File: src/rtl/bypass_fifo_n.sv
// Multi-entry circular-buffer FIFO with compile-time bypass or pipeline
// ordering of enqueue against dequeue in the same cycle.
module bypass_fifo_n #(
  parameter  int N         = 32,
  parameter  int DEPTH     = 4,
  parameter  int BYPASS    = 1,
  parameter  int AF_THRESH = DEPTH - 1,
  localparam int CW        = $clog2(DEPTH + 1)
) (
  input  logic          clk,
  input  logic          rst,
  input  logic          we,
  input  logic [N-1:0]  wdata,
  input  logic          re,
  output logic [N-1:0]  rdata,
  output logic          full,
  output logic          empty,
  output logic [CW-1:0] count,
  output logic          almost_full
);

  localparam int PW = (DEPTH > 1) ? $clog2(DEPTH) : 1;
  localparam logic [CW-1:0] FULL_C = CW'(DEPTH);
  localparam logic [CW-1:0] AF_C   = CW'(AF_THRESH);
  localparam logic [PW-1:0] LAST   = PW'(DEPTH - 1);

  logic [N-1:0]  mem [DEPTH];
  logic [PW-1:0] head;
  logic [PW-1:0] tail;
  logic [CW-1:0] cnt;
  logic          is_empty;
  logic          is_full;
  logic          enq_fire;
  logic          deq_fire;

  function automatic logic [PW-1:0] nxt(input logic [PW-1:0] p);
    return (p == LAST) ? '0 : p + 1'b1;
  endfunction

  assign is_empty = (cnt == '0);
  assign is_full  = (cnt == FULL_C);

  // rst gating keeps flags quiet while the async reset is held
  always_comb begin
    full  = 1'b0;
    empty = 1'b1;
    rdata = mem[head];
    if (BYPASS != 0) begin
      full  = !rst && is_full;
      empty = rst || (is_empty && !we);
      rdata = is_empty ? wdata : mem[head];
    end else begin
      full  = !rst && is_full && !re;
      empty = rst || is_empty;
    end
  end

  assign enq_fire = we && !full;
  assign deq_fire = re && !empty;

  always_ff @(posedge clk or posedge rst) begin
    if (rst) begin
      head <= '0;
      tail <= '0;
      cnt  <= '0;
    end else begin
      if (enq_fire) tail <= nxt(tail);
      if (deq_fire) head <= nxt(head);
      cnt <= cnt + CW'(enq_fire) - CW'(deq_fire);
    end
  end

  always_ff @(posedge clk) begin
    if (enq_fire) mem[tail] <= wdata;
  end

  assign count       = cnt;
  assign almost_full = (cnt >= AF_C);

endmodule
File: config.mk
export PLATFORM = sky130hd
export DESIGN_NAME = bypass_fifo_n
export DESIGN_NICKNAME = d
export VERILOG_FILES = /design/src/rtl/bypass_fifo_n.sv
export SDC_FILE = /design/constraint.sdc
export NUM_CORES = 1
export LEC_CHECK = 0
export CAP_MARGIN = 25
export CORE_UTILIZATION = 48
export DETAILED_ROUTE_END_ITERATION = 8
export GPL_TIMING_DRIVEN = 0
export PLACE_DENSITY = 0.71
export SYNTH_ARGS = -nofsm -noshare
export SYNTH_HDL_FRONTEND = slang
export SYNTH_SLANG_ARGS = --single-unit
File: constraint.sdc
create_clock -name clk -period 4.2 [get_ports clk]
set_input_delay 0.84 -clock clk [delete_from_list [all_inputs] [get_ports clk]]
set_output_delay 0.84 -clock clk [all_outputs]
set_load 0.01 [all_outputs]
# Yosys cells after proc, flatten, opt, wreduce, memory -nomap -nowiden
# Memory sizes are Yosys's and may differ from the RTL's.
# Cells that the tools add are included.
# totals
ff_bits	7
ram_bits	128
wordCells	27
mem_count	1
# mem_list
name	depth	word_bits	read_ports	rd_ports_with_merged_regs	write_ports	line	source
mem	4	32	1	0	1	27	logic [N-1:0] mem [DEPTH];
# op_classes
addsub	4
magnitude_cmp	1
eq_ne	3
muxes	5
reduce_logical	10
# op_table
op	n
32-bit two-way mux	1
2-bit by 1-bit adder with 2-bit output (second input constant)	2
2-bit == test (second input constant)	2
1-bit logical AND	4
1-bit logical NOT	4
2-bit two-way mux	2
3-bit by 1-bit adder with 3-bit output	1
3-bit == test (second input constant)	1
3-bit by 2-bit greater-or-equal comparator with 1-bit output (second input constant)	1
3-bit logical NOT	1
3-bit by 1-bit subtractor with 3-bit output	1
1-bit two-way mux	2
1-bit logical OR	1

# Logic depth before layout (Yosys ltp)
# Gate-level depths: netlist of the first run.
# logic_depth
ltp_word	6
depth_mapped	9
ltp_nobuf	9

# Least setup slack after synthesis of the first run
# No wires, ideal clock.
# synth_timing
path_type	input-to-reg
from	input port rst
to	register cnt[2], in the netlist count[2]
setup_ns	0.123
arrival_time_ns	2.572
required_time_ns	4.077
slack_ns	1.505
stages	9
cell_sequence	nor4b_1 nor2_1 inv_1 ha_1 inv_1 ha_1 inv_1 fa_1 xnor2_1
# synth_between
elab_chain_cells	6
word_cells_on_any_way	9
# synth_rtl
item	line	source
from (decl)	11	input logic rst,
1-bit logical NOT (no line)	-	
1-bit logical AND	-	
1-bit logical NOT	58	assign enq_fire = we && !full;
1-bit logical AND	58	
3-bit by 1-bit adder with 3-bit output	69	cnt <= cnt + CW'(enq_fire) - CW'(deq_fire);
3-bit by 1-bit subtractor with 3-bit output *	69	
to (signal assigned)	69	
to (decl)	30	logic [CW-1:0] cnt;
# Mark *: on every way between the ends. The rest lies on a longest branch, timed or not.
# A chain may end at the register's enable or synchronous reset.

# Worst setup path in the final report of the first run
# layout_timing
from	register cnt[1], in the netlist count[1]
to	output port rdata[29]
# layout_between
elab_chain_cells	2
# layout_rtl
item	line	source
3-bit logical NOT	40	assign is_empty = (cnt == '0);
32-bit two-way mux	51	rdata = is_empty ? wdata : mem[head];
to (decl)	15	output logic [N-1:0] rdata,
# Every way passes these cells.

==> results.txt, run 1 <==
----------------------------------------------------
[Status]
  Status ... finished clean

[Setup path]
  Critical setup path kind ... reg2out
  Sort of element at the end of the critical path ... primary output
  Critical Path Sink ... rdata[29]
  Launch instance of the worst register-to-register path ... count[1]
  Launch point of the critical path ... count[1]
  Arrival time of the worst setup path ... 2.66 ns
  CP cell instances ... nor3_2 > buf_2 > mux2_2 > clkdlybuf4s50_1
  Cell family with the largest share of critical-path delay ... buffers and inverters
  Number of cells on the worst reg-to-reg path ... 8
  Crit path required time ... 3.36 ns
  CP max-delay cell ... nor3_2
  Worst reg2reg setup slack ... 1.78 ns
  Bufs and invs on worst path ... 2
  Crit start category ... flip-flop
  Count of cell instances traversed by the critical path ... 4
  Largest fanout on the critical path ... 10
  Reg-to-reg critical path endpoint ... count[2]
  Highest cell delay on the worst timing path ... 0.52 ns

[Power]
  Total power consumption of the routed design ... 5230 µW
  Cell leakage power ... 0.00237 µW
  Proportion of power drawn by the clock network ... 0.272
  Comb pwr share ... 0.370
  Maximum VDD drop ... 504 µV
  Int Power ... 3810 µW
  Switching power ... 1420 µW
  Power density of the placed cells ... 752 nW/µm²
  Share of total power consumed by net switching ... 0.272
  Sequential share of power ... 0.358

[STA]
  Endpoints failing hold ... 0
  Worst-case headroom to the max-slew limit ... 0.392
  RSZ-0062 raised after global routing ... no
  Slew Limit Fails ... 0
  Final cycle utilization of the critical path ... 0.834
  Achievable Freq ... 0.286 GHz
  Fin Hold WS ... 0.575 ns
  Final critical-path required period ... 3.50 ns
  Post-layout worst setup margin ... 0.698 ns
  Worst Tran Pin Value ... 0.912 ns
  Post-route setup TNS ... 0 ns
  Skew final ... 0.00727 ns
  Total of endpoints with negative setup slack in the final report ... 0

[Synthesis]
  Cell type with the largest total area after synthesis ... edfxtp_1
  Predominant post-synthesis flop cell ... edfxtp_1
  Top cells by area in the synthesized netlist ... edfxtp_1 (70%), mux4_2 (12%), mux2_2 (7.4%), dfrtp_1 (3.2%), mux4_1 (1.9%)
  Number of library cell types mapped by synthesis ... 21
  Share of the yosys chip area belonging to registers ... 0.733
  Asr flop ratio synth ... 0.0519
  Number of flops mapped to enable cells by yosys ... 128
  Average instance area after synthesis ... 22.2 µm²
  Top cell types by occurrence after synthesis ... edfxtp_1 (128), mux2_2 (36), mux4_2 (28), inv_1 (9), ha_1 (8)
  Proportion of netlist area held by the largest area contributor ... 0.701
  Most frequent cell after synthesis ... edfxtp_1
  Number of warnings issued by yosys ... 0
  Flops & latches, synth ... 135
  Cell Area, Synth ... 5480 µm²
  Number of nets produced by synthesis ... 292
  Mapped Cells ... 247

[Die]
  Initial Util ... 0.499
  I/O pin total ... 74
  Placement row count ... 38
  Die Span Y ... 109 µm
  Floorplan core area ... 11000 µm²
  Die outline width ... 109 µm
  Full die area ... 11900 µm²

[Clock network]
  Clock buffer count from CTS ... 17
  Post-CTS Setup Bufs ... 0
  Clock root buffer ... clkbuf_16
  Later-pin clock latency in the skew report ... 0.41 ns
  CTS clock-pin slew for the worst setup and hold paths ... 0.05 ns
  Number of gates resized after CTS ... 0
  Number of sinks on the clock net ... 135
  TritonCTS clock tree ... built
  Maximum buffer depth of the clock tree ... 2
  Number of H-tree branching levels ... 4
  Hold_buf cts ... 0

[Route]
  Number of detailed-route iterations in the first pass ... 5
  Aggregate routed wire length ... 9640 µm
  DR vias/cell ... 5.47
  Initial DRC count ... 169
  Post-route ant nets ... 0
  WL per Instance ... 19.6 µm
  Drt drc ... 0
  Overall via count from detail_route ... 2685

[Placed design]
  Place WS ... 1.10 ns
  Count of placed standard cells including taps ... 460
  Placed wire-length estimate after detailed placement ... 5520 µm
  Port buffer count ... 73
  Final Wtd Congestion ... 0.669

[Final layout]
  Antenna fix cells ... 0
  Fraction of layout instances using a drive strength above 1 ... 0.288
  Non-Filler Instances ... 491
  Layout area overhead ... 27.0%
  Final layout net count ... 384

[GRT]
  Number of antenna violations at the first check in global routing ... 0
  Global-route wire length before repair ... 15100 µm
  Pin count of the biggest net entering global routing ... 33
  Total grt overflow ... 0
  Vias in the first global route ... 2846
  Global Route Usage Sum ... 0.182

[Job]
  Count of maximum capacitance violations ... 0

[Min path]
  Hold Crit Class ... reg2reg

----------------------------------------------------
-- registers in the layout, indices dropped and copies added, names as in the netlist --
name	count
mem	128
head	2
count	3
tail	2
-- layout make-up --
class / instances / area [µm²]
clock buffers: 19 / 433
flip-flops and latches: 135 / 4020
plain buffers: 11 / 76.3
well taps: 140 / 175
inverters: 9 / 33.8
repair buffers: 73 / 731
clock inverters: 12 / 135
fillers: 791 / 4020
multi-input cells: 92 / 1360
-- power by group through the flow --
stage | clock network [µW] | logic [µW] | registers (µW)
floorplan | 0 | 1150 | 1880
global placement | 0 | 1940 | 1890
detailed placement | 0 | 1960 | 1900
CTS | 1440 | 1980 | 1880
global route | 1500 | 2100 | 1900
finish | 1430 | 1930 | 1870
-- how the worst min path moves through the flow --
stage | startpoint | to | slack (ns) | cells after the start
2_1_floorplan | tail[1] | tail[1] | 0.53 | 1
6_report | tail[1] | tail[1] | 0.57 | 1
5_1_grt | tail[0] | tail[0] | 0.65 | 1
4_1_cts | tail[1] | tail[1] | 0.58 | 1
3_5_place_dp | tail[1] | tail[1] | 0.57 | 1
3_3_place_gp | tail[1] | tail[1] | 0.56 | 1
-- kinds of logic after synthesis --
| group | share of synthesized area |
|---|---|
| buf+inv | 0.0201 |
| compound gates | 0.00319 |
| simple gates | 0.0119 |
| xor+xnor | 0.00160 |
| fa+ha+maj | 0.0219 |
| mux | 0.208 |
| flops | 0.733 |
-- placed cells by master, fill, tap and decap left out, drive strengths merged --
master         Yosys  routed
edfxtp           128     128
clkdlybuf4s50      0      73
mux2              36      36
mux4              32      32
clkbuf             3      22
inv                9       9
ha                 8       8
clkinv             0       8
buf                8       8
dfrtp              7       7
and2               4       4
nor2               3       3
bufinv             0       3
nor4b              1       1
nor3               1       1
nand2b             1       1
a21oi              1       1
a21o               1       1
xnor2              1       1
o21ai              1       1
nand2              1       1
fa                 1       1
clkinvlp           0       1
-- routing by layer --
metal | routed length, µm | track usage
met5 | 0 | 0
met4 | 133 | 0.0743
met3 | 337 | 0.0466
met2 | 4980 | 0.300
met1 | 4200 | 0.231
-- worst reg2reg max path, delay by kind of cell (launching register included) --
family                   cells  cell delay [ns]
adder cells (fa/ha/maj)      3             0.83
AND/OR/NAND/NOR              1             0.52
flip-flops                   1             0.46
AO/OA/AOI/OAI                1             0.26
XOR/XNOR                     1             0.13
buffers and inverters        2             0.11
-- per-stage QoR --
stage | instance area (µm²) | util
6_report | 6960 | 0.634
5_1_grt | 6960 | 0.634
4_1_cts | 6960 | 0.634
3_5_place_dp | 6390 | 0.582
3_3_place_gp | 6390 | 0.582
2_1_floorplan | 5480 | -
Power figures use the tool's default switching activity.
==> inputs of run 2 (changes only) <==
--- a/config.mk
+++ b/config.mk
@@ -9,7 +9,7 @@
 export CORE_UTILIZATION = 48
 export DETAILED_ROUTE_END_ITERATION = 8
 export GPL_TIMING_DRIVEN = 0
-export PLACE_DENSITY = 0.71
+export PLACE_DENSITY = 0.74
 export SYNTH_ARGS = -nofsm -noshare
 export SYNTH_HDL_FRONTEND = slang
 export SYNTH_SLANG_ARGS = --single-unit
==> constraint.sdc (replaced) <==
create_clock -name clk -period 2.95 [get_ports clk]
set_input_delay 0.59 -clock clk [delete_from_list [all_inputs] [get_ports clk]]
set_output_delay 0.59 -clock clk [all_outputs]
set_load 0.01 [all_outputs]
==> run 2 against run 1 <==
  * Sequential share of layout area decreased by 1.7 points
  * Die area unchanged
  * Final area increased by 3.0%
  * Global-route usage increased by 0.93 points
  * Combinational power increased by 47%
  * Highest routed layer unchanged
  * Sequential power increased by 43%
  * Power increased by 47%
  * Non-clock buffer count increased by 15
  * Largest cell class unchanged
  * Clock skew increased by 0.0068 ns
==> results.txt, run 2 (same netlist as run 1, synthesis figures left out) <==
----------------------------------------------------
[Status]
  Status ... finished clean

[Route]
  Overall via count from detail_route ... 2737 (+1.9%)
  Initial DRC count ... 130 (-23%)
  DR vias/cell ... 5.41 (-1.1%)
  Post-route ant nets ... 0 (unchanged)
  Drt drc ... 0 (unchanged)
  Aggregate routed wire length ... 10300 µm (+6.8%)
  Number of detailed-route iterations in the first pass ... 4 (-1)
  WL per Instance ... 20.3 µm (+3.6%)

[Setup path]
  Critical setup path kind ... reg2out
  Launch instance of the worst register-to-register path ... count[1]
  CP cell instances ... buf_8 > bufbuf_16 > mux4_2 > mux2_2 > dlygate4sd2_1
  Highest cell delay on the worst timing path ... 0.50 ns (-0.02 ns)
  CP max-delay cell ... mux4_2
  Crit start category ... flip-flop
  Number of cells on the worst reg-to-reg path ... 9 (+1)
  Reg-to-reg critical path endpoint ... count[1]
  Crit path required time ... 2.36 ns (-1.00 ns)
  Sort of element at the end of the critical path ... primary output
  Arrival time of the worst setup path ... 2.29 ns (-0.37 ns)
  Largest fanout on the critical path ... 8 (-2)
  Worst reg2reg setup slack ... 0.70 ns (-1.08 ns)

[Final layout]
  Final layout net count ... 399 (+3.9%)
  Layout area overhead ... 30.8%
  Register bank with the most flops ... mem
  Leading cell types in the layout, fill and taps excluded ... edfxtp_1 (128), clkdlybuf4s50_1 (43), mux2_2 (36)
  Most frequent standard cell in the layout excluding fill and tap cells ... edfxtp_1
  Flip-flop count of the largest register, all copies and words added ... 128 (unchanged)
  End-of-flow core utilization ... 0.653 (+0.0193)
  Fraction of layout instances using a drive strength above 1 ... 0.344 (+0.0565)
  Final design instance area without fill ... 7170 µm² (+3.0%)
  Antenna fix cells ... 0 (unchanged)

[STA]
  Endpoints failing hold ... 0 (unchanged)
  Skew final ... 0.0141 ns (+0.00684 ns)
  Total of endpoints with negative setup slack in the final report ... 0 (unchanged)
  Post-route setup TNS ... 0 ns (unchanged)
  Fin Hold WS ... 0.507 ns (-0.0676 ns)
  Achievable Freq ... 0.347 GHz
  Worst-case headroom to the max-slew limit ... 0.385 (-0.00717)
  Final cycle utilization of the critical path ... 0.978
  Worst Tran Pin Value ... 0.923 ns (+0.0107 ns)
  Final critical-path required period ... 2.88 ns
  Slew Limit Fails ... 0 (unchanged)

[Power]
  Power density of the placed cells ... 1070 nW/µm² (+42%)
  Comb pwr share ... 0.370 (about the same)
  Sequential share of power ... 0.349 (-0.009)
  Switching power ... 2130 µW (+49%)
  Maximum VDD drop ... 696 µV (+38%)
  Int Power ... 5540 µW (+46%)
  Cell leakage power ... 0.00254 µW (+7.4%)
  Share of total power consumed by net switching ... 0.277 (+0.00527)
  Proportion of power drawn by the clock network ... 0.281 (+0.009)
  Total power consumption of the routed design ... 7670 µW (+47%)

[Clock network]
  CTS clock-pin slew for the worst setup and hold paths ... 0.06 ns (about the same)
  Maximum buffer depth of the clock tree ... 2 (unchanged)
  Number of H-tree branching levels ... 4 (unchanged)
  Clock root buffer ... clkbuf_16
  TritonCTS clock tree ... built
  Later-pin clock latency in the skew report ... 0.40 ns (about the same)
  Number of sinks on the clock net ... 135 (unchanged)
  Clock buffer count from CTS ... 17 (unchanged)

[Placed design]
  Port buffer count ... 73 (unchanged)
  Final Wtd Congestion ... 0.661 (-1.2%)
  Placed wire-length estimate after detailed placement ... 5790 µm (+4.9%)
  Placed Area ... 6390 µm² (unchanged)

[GRT]
  Total grt overflow ... 0 (unchanged)
  GR Layer Usage met1 ... 0.243 (+0.0123)
  Number of antenna violations at the first check in global routing ... 0 (unchanged)
  Pin count of the biggest net entering global routing ... 33 (unchanged)
  Gr busiest metal ... met2
  Vias in the first global route ... 2906 (+2.1%)
  Met2 usage in global routing ... 0.320 (+0.0202)
  Met3 Usage GRT ... 0.0466 (unchanged)
  Global Route Usage Sum ... 0.191 (+0.00933)
  Global-route wire length before repair ... 15600 µm (+3.7%)

[Die]
  I/O pin total ... 74 (unchanged)
  Placement row count ... 38 (unchanged)
  Full die area ... 11900 µm² (unchanged)
  Die Span Y ... 109 µm (unchanged)
  Die outline width ... 109 µm (unchanged)
  Initial Util ... 0.499 (unchanged)
  Floorplan core area ... 11000 µm² (unchanged)

[Min path]
  Hold Crit Class ... in2async

[Job]
  Count of maximum capacitance violations ... 0 (unchanged)

----------------------------------------------------
run 2: cell types whose count changed in the layout (fill, tap and decap cells not counted), moves of 2 or more:
cell and delta:
clkdlybuf4s50_1 -30, dlygate4sd2_1 +24, buf_4 +16, clkbuf_1 -5, clkdlybuf4s15_1 +5, clkinv_1 -4, buf_12 +3, buf_2 -3
buf_6 -3, clkbuf_4 +3, clkinv_2 +2, clkinvlp_4 +2
run 2: through the flow:
step / cells / worst slack [ns]
4_1_cts: 502 / 0.00760
5_1_grt: 506 / -0.00152
6_report: 506 / 0.0656
3_5_place_dp: 460 / 0.0866
2_1_floorplan: 247 / 0.505
3_3_place_gp: 460 / -0.399
run 2: metal layers:
metal / vias to the layer above / wire length (µm)
li1: 1234 / -
met4: 0 / 50
met3: 8 / 326
met1: 1421 / 4480
met2: 74 / 5440
met5: - / 0
run 2: worst max-delay path by stage:
stage                     startpoint          to  slack (ns)
final                        head[0]   rdata[15]        0.07
after global routing         head[0]   rdata[25]      -0.002
after CTS                    head[0]   rdata[13]       0.008
after detailed placement    count[1]   rdata[23]        0.09
after global placement           rst  mem[1][16]       -0.40
after floorplan                  rst    count[2]        0.51
run 2: timing repair:
action	in CTS	in global routing
gates resized for setup	47	7
gates cloned	1	0
setup buffers	10	4
hold buffers	0	0
pin swaps	1	1
setup endpoints to repair	30	8
run 2: critical path: cells and delay by family (launching register included):
family	cells	cell delay (ns)
muxes	2	0.78
buffers and inverters	3	0.72
DFF	1	0.39
run 2: area by class of cell:
cell class / instances / area, µm²
sequential: 135 / 4020
clock inverter: 14 / 184
buffer: 11 / 129
timing repair buffer: 88 / 841
clock buffer: 17 / 425
tap: 140 / 175
fill: 732 / 3810
multi-input combinational: 92 / 1360
inverter: 9 / 33.8
run 2: power by group through the flow:
| stage | clock, µW | sequential (µW) | combinational [µW] |
|---|---|---|---|
| after floorplan | 0 | 2670 | 1640 |
| after global placement | 0 | 2690 | 2750 |
| after detailed placement | 0 | 2710 | 2800 |
| after CTS | 2180 | 2690 | 2820 |
| after global routing | 2270 | 2720 | 3050 |
| final | 2160 | 2680 | 2840 |
